<file path="config.mk">
export PLATFORM = sky130hd
export DESIGN_NAME = lru_sched_flat
export DESIGN_NICKNAME = d
export VERILOG_FILES = /design/src/rtl/lru_sched_if.sv /design/src/rtl/lru_sched.sv /design/src/flat_wrapper.sv
export SDC_FILE = /design/constraint.sdc
export NUM_CORES = 1
export LEC_CHECK = 0
export ABC_AREA = 1
export BUFFER_PORTS_ARGS = -buffer_cell sky130_fd_sc_hd__clkbuf_2
export CAP_MARGIN = 0
export CORE_ASPECT_RATIO = 2
export CORE_MARGIN = 10
export CORE_UTILIZATION = 45
export DETAILED_ROUTE_END_ITERATION = 10
export PLACE_DENSITY = 0.67
export SYNTH_ARGS = -nofsm -noshare
export SYNTH_HDL_FRONTEND = slang
export SYNTH_SLANG_ARGS = --single-unit
</file>
<file path="constraint.sdc">
create_clock -name clk -period 4.75 [get_ports clk]
set_clock_uncertainty 0.2 [all_clocks]
set_input_delay 0.475 -clock clk [delete_from_list [all_inputs] [get_ports clk]]
set_output_delay 0.475 -clock clk [all_outputs]
set_load 0.01 [all_outputs]
</file>
<file path="src/rtl/lru_sched_if.sv">
// Client-side and LRU-array-side signals of the LRU port scheduler.
// master = cache lookup/miss logic plus LRU array, slave = lru_sched.
interface lru_sched_if #(
  parameter int INDEX_BITS  = 8,
  parameter int OUTPUT_BITS = 2
);
  logic                   hit_valid;
  logic                   hit_ready;
  logic [INDEX_BITS-1:0]  hit_index;
  logic [OUTPUT_BITS-1:0] hit_way;
  logic                   vic_req_valid;
  logic                   vic_req_ready;
  logic [INDEX_BITS-1:0]  vic_req_index;
  logic                   vic_valid;
  logic [OUTPUT_BITS-1:0] vic_way;
  logic                   fill_valid;
  logic [INDEX_BITS-1:0]  fill_index;
  logic [OUTPUT_BITS-1:0] fill_way;
  logic                   miss_busy;
  logic [INDEX_BITS-1:0]  lru_line_selector;
  logic                   lru_update;
  logic [OUTPUT_BITS-1:0] lru_referenced_set;
  logic [OUTPUT_BITS-1:0] lru_way;

  modport master (
    output hit_valid, hit_index, hit_way,
    output vic_req_valid, vic_req_index,
    output fill_valid, fill_index, fill_way,
    output lru_way,
    input  hit_ready, vic_req_ready,
    input  vic_valid, vic_way, miss_busy,
    input  lru_line_selector, lru_update,
    input  lru_referenced_set
  );

  modport slave (
    input  hit_valid, hit_index, hit_way,
    input  vic_req_valid, vic_req_index,
    input  fill_valid, fill_index, fill_way,
    input  lru_way,
    output hit_ready, vic_req_ready,
    output vic_valid, vic_way, miss_busy,
    output lru_line_selector, lru_update,
    output lru_referenced_set
  );
endinterface

</file>
<file path="src/rtl/lru_sched.sv">
// Single-port LRU array scheduler: refills, hit-update FIFO and victim reads.
// Define LRU_SCHED_BYPASS_EN for same-cycle hit updates when the FIFO is empty.
module lru_sched #(
  parameter int ASSOCIATIVITY = 4,
  parameter int ENTRIES       = 256,
  parameter int INDEX_BITS    = 8,
  parameter int OUTPUT_BITS   = 2,
  parameter int FIFO_DEPTH    = 4
) (
  input logic        clk,
  input logic        rst,
  lru_sched_if.slave bus
);
  localparam int PW = $clog2(FIFO_DEPTH);
  localparam int CW = PW + 1;

  if (OUTPUT_BITS != $clog2(ASSOCIATIVITY) ||
      !(ASSOCIATIVITY == 4 || ASSOCIATIVITY == 8 ||
        ASSOCIATIVITY == 16) ||
      ENTRIES > 2**INDEX_BITS || FIFO_DEPTH < 2 ||
      (FIFO_DEPTH & (FIFO_DEPTH - 1)) != 0) begin : g_bad_cfg
    $error("lru_sched: inconsistent parameters");
  end

  typedef enum logic {IDLE, WAIT_FILL} state_t;

  state_t                 state_q, state_d;
  logic [INDEX_BITS-1:0]  idx_q [FIFO_DEPTH];
  logic [INDEX_BITS-1:0]  idx_d [FIFO_DEPTH];
  logic [OUTPUT_BITS-1:0] way_q [FIFO_DEPTH];
  logic [OUTPUT_BITS-1:0] way_d [FIFO_DEPTH];
  logic [PW-1:0]          rd_q, rd_d, wr_q, wr_d;
  logic [CW-1:0]          cnt_q, cnt_d;
  logic                   hit_ready_q, hit_ready_d;
  logic                   vic_valid_q, vic_valid_d;
  logic [OUTPUT_BITS-1:0] vic_way_q, vic_way_d;
  logic                   miss_busy_q, miss_busy_d;

  logic                   full, empty, hazard;
  logic [PW-1:0]          off;
  logic                   grant, deq, enq, byp, upd;
  logic [INDEX_BITS-1:0]  sel;
  logic [OUTPUT_BITS-1:0] set;

  // Only slots between head and head+count are live for the CAM
  always_comb begin
    full   = cnt_q == CW'(FIFO_DEPTH);
    empty  = cnt_q == '0;
    hazard = 1'b0;
    off    = '0;
    for (int i = 0; i < FIFO_DEPTH; i++) begin
      off = PW'(i) - rd_q;
      if (CW'(off) < cnt_q &&
          idx_q[i] == bus.vic_req_index) begin
        hazard = 1'b1;
      end
    end
  end

  always_comb begin
    sel   = '0;
    set   = '0;
    upd   = 1'b0;
    grant = 1'b0;
    deq   = 1'b0;
    byp   = 1'b0;
    if (!rst) begin
      if (bus.fill_valid) begin
        upd = 1'b1;
        sel = bus.fill_index;
        set = bus.fill_way;
      end else if (full) begin
        deq = 1'b1;
      end else if (state_q == IDLE &&
                   bus.vic_req_valid && !hazard) begin
        grant = 1'b1;
        sel   = bus.vic_req_index;
      end else if (!empty) begin
        deq = 1'b1;
`ifdef LRU_SCHED_BYPASS_EN
      end else if (bus.hit_valid) begin
        byp = 1'b1;
        upd = 1'b1;
        sel = bus.hit_index;
        set = bus.hit_way;
`endif
      end
    end
    if (deq) begin
      upd = 1'b1;
      sel = idx_q[rd_q];
      set = way_q[rd_q];
    end
  end

  always_comb begin
    enq   = bus.hit_valid && hit_ready_q && !byp && !rst;
    idx_d = idx_q;
    way_d = way_q;
    wr_d  = wr_q;
    rd_d  = rd_q;
    cnt_d = cnt_q;
    if (enq) begin
      idx_d[wr_q] = bus.hit_index;
      way_d[wr_q] = bus.hit_way;
      wr_d        = wr_q + PW'(1);
    end
    if (deq) rd_d = rd_q + PW'(1);
    case ({enq, deq})
      2'b10:   cnt_d = cnt_q + CW'(1);
      2'b01:   cnt_d = cnt_q - CW'(1);
      default: cnt_d = cnt_q;
    endcase
    hit_ready_d = cnt_d != CW'(FIFO_DEPTH);
  end

  always_comb begin
    state_d = state_q;
    unique case (state_q)
      IDLE:      if (grant) state_d = WAIT_FILL;
      WAIT_FILL: if (bus.fill_valid) state_d = IDLE;
      default:   state_d = IDLE;
    endcase
    miss_busy_d = state_d == WAIT_FILL;
    vic_valid_d = grant;
    vic_way_d   = grant ? bus.lru_way : vic_way_q;
  end

  always_ff @(posedge clk) begin
    if (rst) begin
      state_q     <= IDLE;
      rd_q        <= '0;
      wr_q        <= '0;
      cnt_q       <= '0;
      hit_ready_q <= 1'b1;
      vic_valid_q <= 1'b0;
      vic_way_q   <= '0;
      miss_busy_q <= 1'b0;
      for (int i = 0; i < FIFO_DEPTH; i++) begin
        idx_q[i] <= '0;
        way_q[i] <= '0;
      end
    end else begin
      state_q     <= state_d;
      rd_q        <= rd_d;
      wr_q        <= wr_d;
      cnt_q       <= cnt_d;
      hit_ready_q <= hit_ready_d;
      vic_valid_q <= vic_valid_d;
      vic_way_q   <= vic_way_d;
      miss_busy_q <= miss_busy_d;
      idx_q       <= idx_d;
      way_q       <= way_d;
    end
  end

  assign bus.hit_ready          = hit_ready_q;
  assign bus.vic_req_ready      = grant;
  assign bus.vic_valid          = vic_valid_q;
  assign bus.vic_way            = vic_way_q;
  assign bus.miss_busy          = miss_busy_q;
  assign bus.lru_line_selector  = sel;
  assign bus.lru_update         = upd;
  assign bus.lru_referenced_set = set;
endmodule

</file>
<file path="src/flat_wrapper.sv">
// flat-port wrapper written by rule: the top's interface ports become plain ports
module lru_sched_flat 
#(
  parameter int ASSOCIATIVITY = 4,
  parameter int ENTRIES       = 256,
  parameter int INDEX_BITS    = 8,
  parameter int OUTPUT_BITS   = 2,
  parameter int FIFO_DEPTH    = 4
)
  (clk, rst, bus_hit_valid, bus_hit_index, bus_hit_way, bus_vic_req_valid, bus_vic_req_index, bus_fill_valid, bus_fill_index, bus_fill_way, bus_lru_way, bus_hit_ready, bus_vic_req_ready, bus_vic_valid, bus_vic_way, bus_miss_busy, bus_lru_line_selector, bus_lru_update, bus_lru_referenced_set);
  lru_sched_if #(.INDEX_BITS(INDEX_BITS), .OUTPUT_BITS(OUTPUT_BITS)) bus_i ();
  input logic clk;
  input logic rst;
  input wire logic [$bits(bus_i.hit_valid)-1:0] bus_hit_valid;
  input wire logic [$bits(bus_i.hit_index)-1:0] bus_hit_index;
  input wire logic [$bits(bus_i.hit_way)-1:0] bus_hit_way;
  input wire logic [$bits(bus_i.vic_req_valid)-1:0] bus_vic_req_valid;
  input wire logic [$bits(bus_i.vic_req_index)-1:0] bus_vic_req_index;
  input wire logic [$bits(bus_i.fill_valid)-1:0] bus_fill_valid;
  input wire logic [$bits(bus_i.fill_index)-1:0] bus_fill_index;
  input wire logic [$bits(bus_i.fill_way)-1:0] bus_fill_way;
  input wire logic [$bits(bus_i.lru_way)-1:0] bus_lru_way;
  output wire logic [$bits(bus_i.hit_ready)-1:0] bus_hit_ready;
  output wire logic [$bits(bus_i.vic_req_ready)-1:0] bus_vic_req_ready;
  output wire logic [$bits(bus_i.vic_valid)-1:0] bus_vic_valid;
  output wire logic [$bits(bus_i.vic_way)-1:0] bus_vic_way;
  output wire logic [$bits(bus_i.miss_busy)-1:0] bus_miss_busy;
  output wire logic [$bits(bus_i.lru_line_selector)-1:0] bus_lru_line_selector;
  output wire logic [$bits(bus_i.lru_update)-1:0] bus_lru_update;
  output wire logic [$bits(bus_i.lru_referenced_set)-1:0] bus_lru_referenced_set;
  assign bus_i.hit_valid = bus_hit_valid;
  assign bus_i.hit_index = bus_hit_index;
  assign bus_i.hit_way = bus_hit_way;
  assign bus_i.vic_req_valid = bus_vic_req_valid;
  assign bus_i.vic_req_index = bus_vic_req_index;
  assign bus_i.fill_valid = bus_fill_valid;
  assign bus_i.fill_index = bus_fill_index;
  assign bus_i.fill_way = bus_fill_way;
  assign bus_i.lru_way = bus_lru_way;
  assign bus_hit_ready = bus_i.hit_ready;
  assign bus_vic_req_ready = bus_i.vic_req_ready;
  assign bus_vic_valid = bus_i.vic_valid;
  assign bus_vic_way = bus_i.vic_way;
  assign bus_miss_busy = bus_i.miss_busy;
  assign bus_lru_line_selector = bus_i.lru_line_selector;
  assign bus_lru_update = bus_i.lru_update;
  assign bus_lru_referenced_set = bus_i.lru_referenced_set;
  lru_sched #(.ASSOCIATIVITY(ASSOCIATIVITY), .ENTRIES(ENTRIES), .INDEX_BITS(INDEX_BITS), .OUTPUT_BITS(OUTPUT_BITS), .FIFO_DEPTH(FIFO_DEPTH)) u_core (.clk(clk), .rst(rst), .bus(bus_i));
endmodule
</file>
Word level (Yosys, flattened, before mapping)

Cells that the tools add are included.

$add $sub $neg: 8
Reduce and logical (&&, ||, !) cells: 12
Bitwise operators: 3
Eq/ne operators: 8
Order comparisons: 7
Muxes and demuxes: 40

Operators with widths:

| operator                                                 | number |
|---|---|
| two-way mux 8 bit                                        | 8 |
| bitwise mux 32 bit                                       | 1 |
| == test 8 bit                                            | 4 |
| two-way mux 1 bit                                        | 18 |
| binary-select mux 8 bit (select 2 bit)                   | 1 |
| demux 8 bit (select 2 bit)                               | 1 |
| < comparator 2 x 3 -> 1 bit                              | 4 |
| two-way mux 2 bit                                        | 6 |
| logical AND 1 bit                                        | 9 |
| bitwise mux 8 bit                                        | 1 |
| greater-or-equal comparator 3 bit, second input constant | 2 |
| inverter 2 -> 3 bit                                      | 2 |
| one-hot mux 3 bit (2 select lines)                       | 1 |
| adder 2 x 1 -> 2 bit, second input constant              | 2 |
| binary-select mux 2 bit (select 2 bit)                   | 1 |
| demux 2 bit (select 2 bit)                               | 1 |
| subtractor 1 x 2 -> 2 bit, first input constant          | 2 |
| subtractor 2 bit, first input constant                   | 2 |
| adder 3 x 1 -> 3 bit, second input constant              | 1 |
| == test 3 bit, second input constant                     | 1 |
| zero test 3 bit                                          | 1 |
| < comparator 3 x 1 -> 1 bit, second input constant       | 1 |
| inequality test 3 bit, second input constant             | 1 |
| subtractor 3 x 1 -> 3 bit, second input constant         | 1 |
| 5 further kinds                                          | 6 |

Logic and storage cells: 93
Input port bits: 35
Register bits after elaboration: 52
Output and inout bits: 17

Longest topological paths before layout

Depth after elaboration: 16
Mapped depth: 24
Depth with buffers taken out: 22

Least setup slack after synthesis

OpenSTA, ideal clock, no wires.

Kind: register -> register
Start point: register u_core.rd_q[1]
End point: register u_core.hit_ready_q, in the netlist u_core.bus.hit_ready
Clock period less this slack: 3.333 ns
Setup time: 0.125 ns
Path buffers: 2
Arrival time: 3.007 ns
Slack: 1.417 ns
Data required time: 4.425 ns
Cell stages (with the launch flop): 22
Path through: dfxtp_1 -> clkbuf_2 -> nor2_1 -> inv_2 -> nand2_1 -> inv_1 -> ha_1 -> a21oi_1 -> nor2_2 -> nor2_4 -> nor2_8 -> nand2_8 -> nand2_4 -> inv_4 -> buf_12 -> ha_1 -> inv_1 -> fa_1 -> o21ai_0 -> o21ai_0 -> a21oi_1 -> nand3_1

Longest elaborated chain between the ends: 16
Elaborated cells on any way between the ends: 26
Classes of those cells: add/sub: 4; order compare: 4; eq/ne: 3; mux: 9; reduce/logical: 6

Ends and longest elaborated chain:

| item                                                    | line             | RTL |
|---|---|---|
| from (decl)                                             | lru_sched.sv:32  | `logic [PW-1:0] rd_q, rd_d, wr_q, wr_d;` |
| from (signal assigned)                                  | lru_sched.sv:145 | `rd_q <= rd_d;` |
| subtractor 1 x 2 -> 2 bit                               | lru_sched.sv:52  | `off = PW'(i) - rd_q;` |
| < comparator 2 x 3 -> 1 bit                             | lru_sched.sv:53  | `if (CW'(off) < cnt_q &&` |
| logical AND 1 bit                                       | lru_sched.sv:53  |  |
| two-way mux 1 bit (3 in series)                         | lru_sched.sv:53  |  |
| two-way mux 1 bit (*)                                   | lru_sched.sv:53  |  |
| zero test 1 bit (*)                                     | lru_sched.sv:75  | `bus.vic_req_valid && !hazard) begin` |
| logical AND 1 bit (*)                                   | lru_sched.sv:75  |  |
| two-way mux 1 bit (*)                                   | lru_sched.sv:74  | `end else if (state_q == IDLE &&` |
| two-way mux 1 bit (*)                                   | lru_sched.sv:72  | `end else if (full) begin` |
| two-way mux 1 bit (*)                                   | lru_sched.sv:68  | `if (bus.fill_valid) begin` |
| two-way mux 1 bit (*)                                   | lru_sched.sv:67  | `if (!rst) begin` |
| == test 2 x 1 -> 1 bit or == test 2 bit (tied branches) | lru_sched.sv:109 | `case ({enq, deq})` |
| one-hot mux 3 bit (2 select lines) (*)                  | lru_sched.sv:109 |  |
| inequality test 3 bit (*)                               | lru_sched.sv:114 | `hit_ready_d = cnt_d != CW'(FIFO_DEPTH);` |
| to (signal assigned)                                    | lru_sched.sv:148 | `hit_ready_q <= hit_ready_d;` |
| to (decl)                                               | lru_sched.sv:34  | `logic hit_ready_q, hit_ready_d;` |

Every way passes the cells marked *; elsewhere a longest branch is shown, timed or not.
A chain may end at the register's enable or synchronous reset.

Worst setup path in the final report

Start point: register u_core.rd_q[0]
End point: register u_core.hit_ready_q, in the netlist u_core.bus.hit_ready

The elaborated chain is that of the path after synthesis.

==> run metrics <==
status=finished, final reports clean; ys flop type=dfxtp_1; fin cells=605; min cycle time layout=3.75 ns; RSZ-0062 raised after global routing=false; Post-Synthesis Cells=476; Num CTS Buffers=5; Rel. slew slack=0.381; Synth Register Bits=52; busiest grt layer=met2; worst slack at placement=1.02 ns; Max FO, Critical Path=11; Worst R2R End=u_core.bus.hit_ready$_SDFF_PP1_; clock root buffer=clkbuf_16; largest net degree at the start of global routing=41; number of port buffers=51; Reg2Reg Setup Slack=1.00 ns; syn_area_per_cell=6.86 um^2; Fmax achieved=0.267 GHz; first-pass GRT wire length=15.1 mm; Sink Count=52; Post-Syn Area=3260 um^2; vias in the first global route=3,080; Global Route Usage Sum=0.169; global-route met2 utilization=0.297; GR Overflow Total=0; final wirelength=9.30 mm; met1 Track Usage GR=0.172; hold_buf cts=0; H-tree depth=2; post-CTS setup buffer count=0; CTS tree=built; initial antenna violation count=0; Die X=80.2 um; worst path required time=4.73 ns; total power=1.03 mW; largest area contributor in the netlist=dfxtp_1; period utilisation layout=0.789; Distinct cells, synth=33; Worst VDD drop=0.200 mV; final hold viol count=0; Worst Hold Slack=0.176 ns; Pwr per Cell Area=282 nW/um^2; core area=6990 um^2; detailed placement HPWL=7.11 mm; ys async rst share=0; met3 track demand over resource=0.0346; R2R Path Start=u_core.rd_q[0]$_SDFFE_PP0N_; starting density of the core=0.467; Routed WL per cell=15.4 um; worst setup margin=1.00 ns; number of diodes=0; layout cells sized above 1=0.194; Post-synth EDFFs=0; register area share after synthesis=0.319; Die Ht=140 um; # setup viols final=0; nets=559; initial DRC count=208; Final Max Tran Viols=0; main area contributors after synthesis=dfxtp_1 (32%), nand2_1 (18%), o31ai_1 (8.3%); drc violations=0; Layout area overhead=11.8%; Critical Path End Type=flop; Worst Min Path Start=bus_lru_way[0]; global placement routability congestion=0.886; Max Cap Viol=0; placed cells=597; critical path class=flop to flop; hold endpoint=u_core.bus.vic_way[0]$_SDFFE_PP0P_; post-cts sizing count=0; Rows=43; WP data arrival=3.72 ns; I/O pin cnt=52; Min-Delay Path Class=input port to flop; Pre-antenna DRT Iters=4; syn nets=521; YS warnings=0; hold path depth=3; clk_lat worst skew=0.30 ns; Clock Path Buffers=2; Via density=5.23; clock slew at reported path FFs=0.06 ns; Post-DRT Antenna Nets=0; Synth top area share=0.319; worst r2r path cells=20; Critical Path Source Type=flop; Die Footprint=11,300 um^2; Lkg Pwr=1.57 nW; setup_tns=0 ns; vias=3,162; worst-margin pin slew=0.929 ns
[stage by stage]
| step | area [um^2] | util |
|---|---|---|
| after detailed placement | 3500 | 0.501 |
| after floorplan | 3260 | - |
| after CTS | 3650 | 0.522 |
| after global placement | 3500 | 0.501 |
| final | 3650 | 0.522 |
| after global routing | 3650 | 0.522 |
[flip-flops by register name, summed over array words and instances, names as in the netlist]
name and count:
u_core.way_q 8, u_core.bus.hit_ready 1, u_core.wr_q 2, u_core.rd_q 2
u_core.bus.vic_way 2, u_core.bus.vic_valid 1, u_core.idx_q 32, u_core.cnt_q 3
u_core.state_q 1
[where the power goes]
part,leakage (nW),internal (mW),switching [mW]
logic,1.08,0.0680,0.121
registers,0.423,0.456,0.0154
clock network,0.0712,0.210,0.157
total,1.57,0.735,0.293
[cells in the mapped netlist (5+ instances only)]
library cell and n:
nand2_1 157, buf_1 5, nand2_2 10, a21oi_1 10, nand3_1 13, o22ai_1 9, o21ai_0 20, dfxtp_1 52
clkbuf_1 10, nand4_1 12, inv_1 56, nor2_1 22, xnor2_1 13, ha_1 9, inv_2 9, buf_6 5
o21ai_2 7, o31ai_1 36
[cell families after synthesis]
kind of cell / synth area share
XOR/XNOR: 0.0349
adder cells (fa/ha/maj): 0.0406
AO/OA/AOI/OAI: 0.175
buffers and inverters: 0.128
flip-flops: 0.319
AND/OR/NAND/NOR: 0.303
[per-layer routing]
metal  up-vias  part of all wire
li1       1607                 -
met1      1447              0.36
met2        84              0.54
met3        24             0.052
met4         0             0.040
met5         -                 0
[placed cells by master, fill, tap and decap left out, drive strengths merged]
master	count
a21oi	10
a221oi	1
a22oi	1
buf	5
clkbuf	59
dfxtp	52
fa	1
ha	9
inv	66
nand2	169
nand3	13
nand4	12
nor2	30
o21ai	28
o221a	1
o22ai	9
o31ai	36
xnor2	13
[worst max-delay path, stage by stage (launching register included)]
cell and delay [ns]:
dfxtp_1 0.48, inv_2 0.07, nor2_1 0.20, inv_2 0.14, nand2_1 0.11, inv_1 0.07
ha_1 0.29, a21oi_1 0.18, nor2_2 0.07, nor2_4 0.15, nor2_8 0.09, nand2_8 0.08
nand2_4 0.06, inv_4 0.19, ha_1 0.18, inv_1 0.07, fa_1 0.43, o21ai_0 0.21
o21ai_0 0.10, a21oi_1 0.16, nand3_1 0.09
[area by class of cell]
| class | count | area [um^2] |
|---|---|---|
| clock buffers | 8 | 146 |
| well taps | 90 | 113 |
| inverters | 66 | 250 |
| repair buffers | 56 | 293 |
| fillers | 751 | 3340 |
| flip-flops and latches | 52 | 1040 |
| multi-input cells | 333 | 1810 |
[worst max-delay path by stage]
stage,cells past startpoint,slack (ns),to,from
5_1_grt,20,0.63,u_core.bus.hit_ready$_SDFF_PP1_,u_core.rd_q[0]$_SDFFE_PP0N_
2_1_floorplan,21,1.42,u_core.bus.hit_ready$_SDFF_PP1_,u_core.rd_q[1]$_SDFFE_PP0N_
4_1_cts,20,1.00,u_core.bus.hit_ready$_SDFF_PP1_,u_core.rd_q[0]$_SDFFE_PP0N_
3_3_place_gp,20,1.13,u_core.bus.hit_ready$_SDFF_PP1_,u_core.rd_q[0]$_SDFFE_PP0N_
6_report,20,1.00,u_core.bus.hit_ready$_SDFF_PP1_,u_core.rd_q[0]$_SDFFE_PP0N_
3_5_place_dp,20,1.02,u_core.bus.hit_ready$_SDFF_PP1_,u_core.rd_q[0]$_SDFFE_PP0N_
Power figures use the tool's default switching activity.
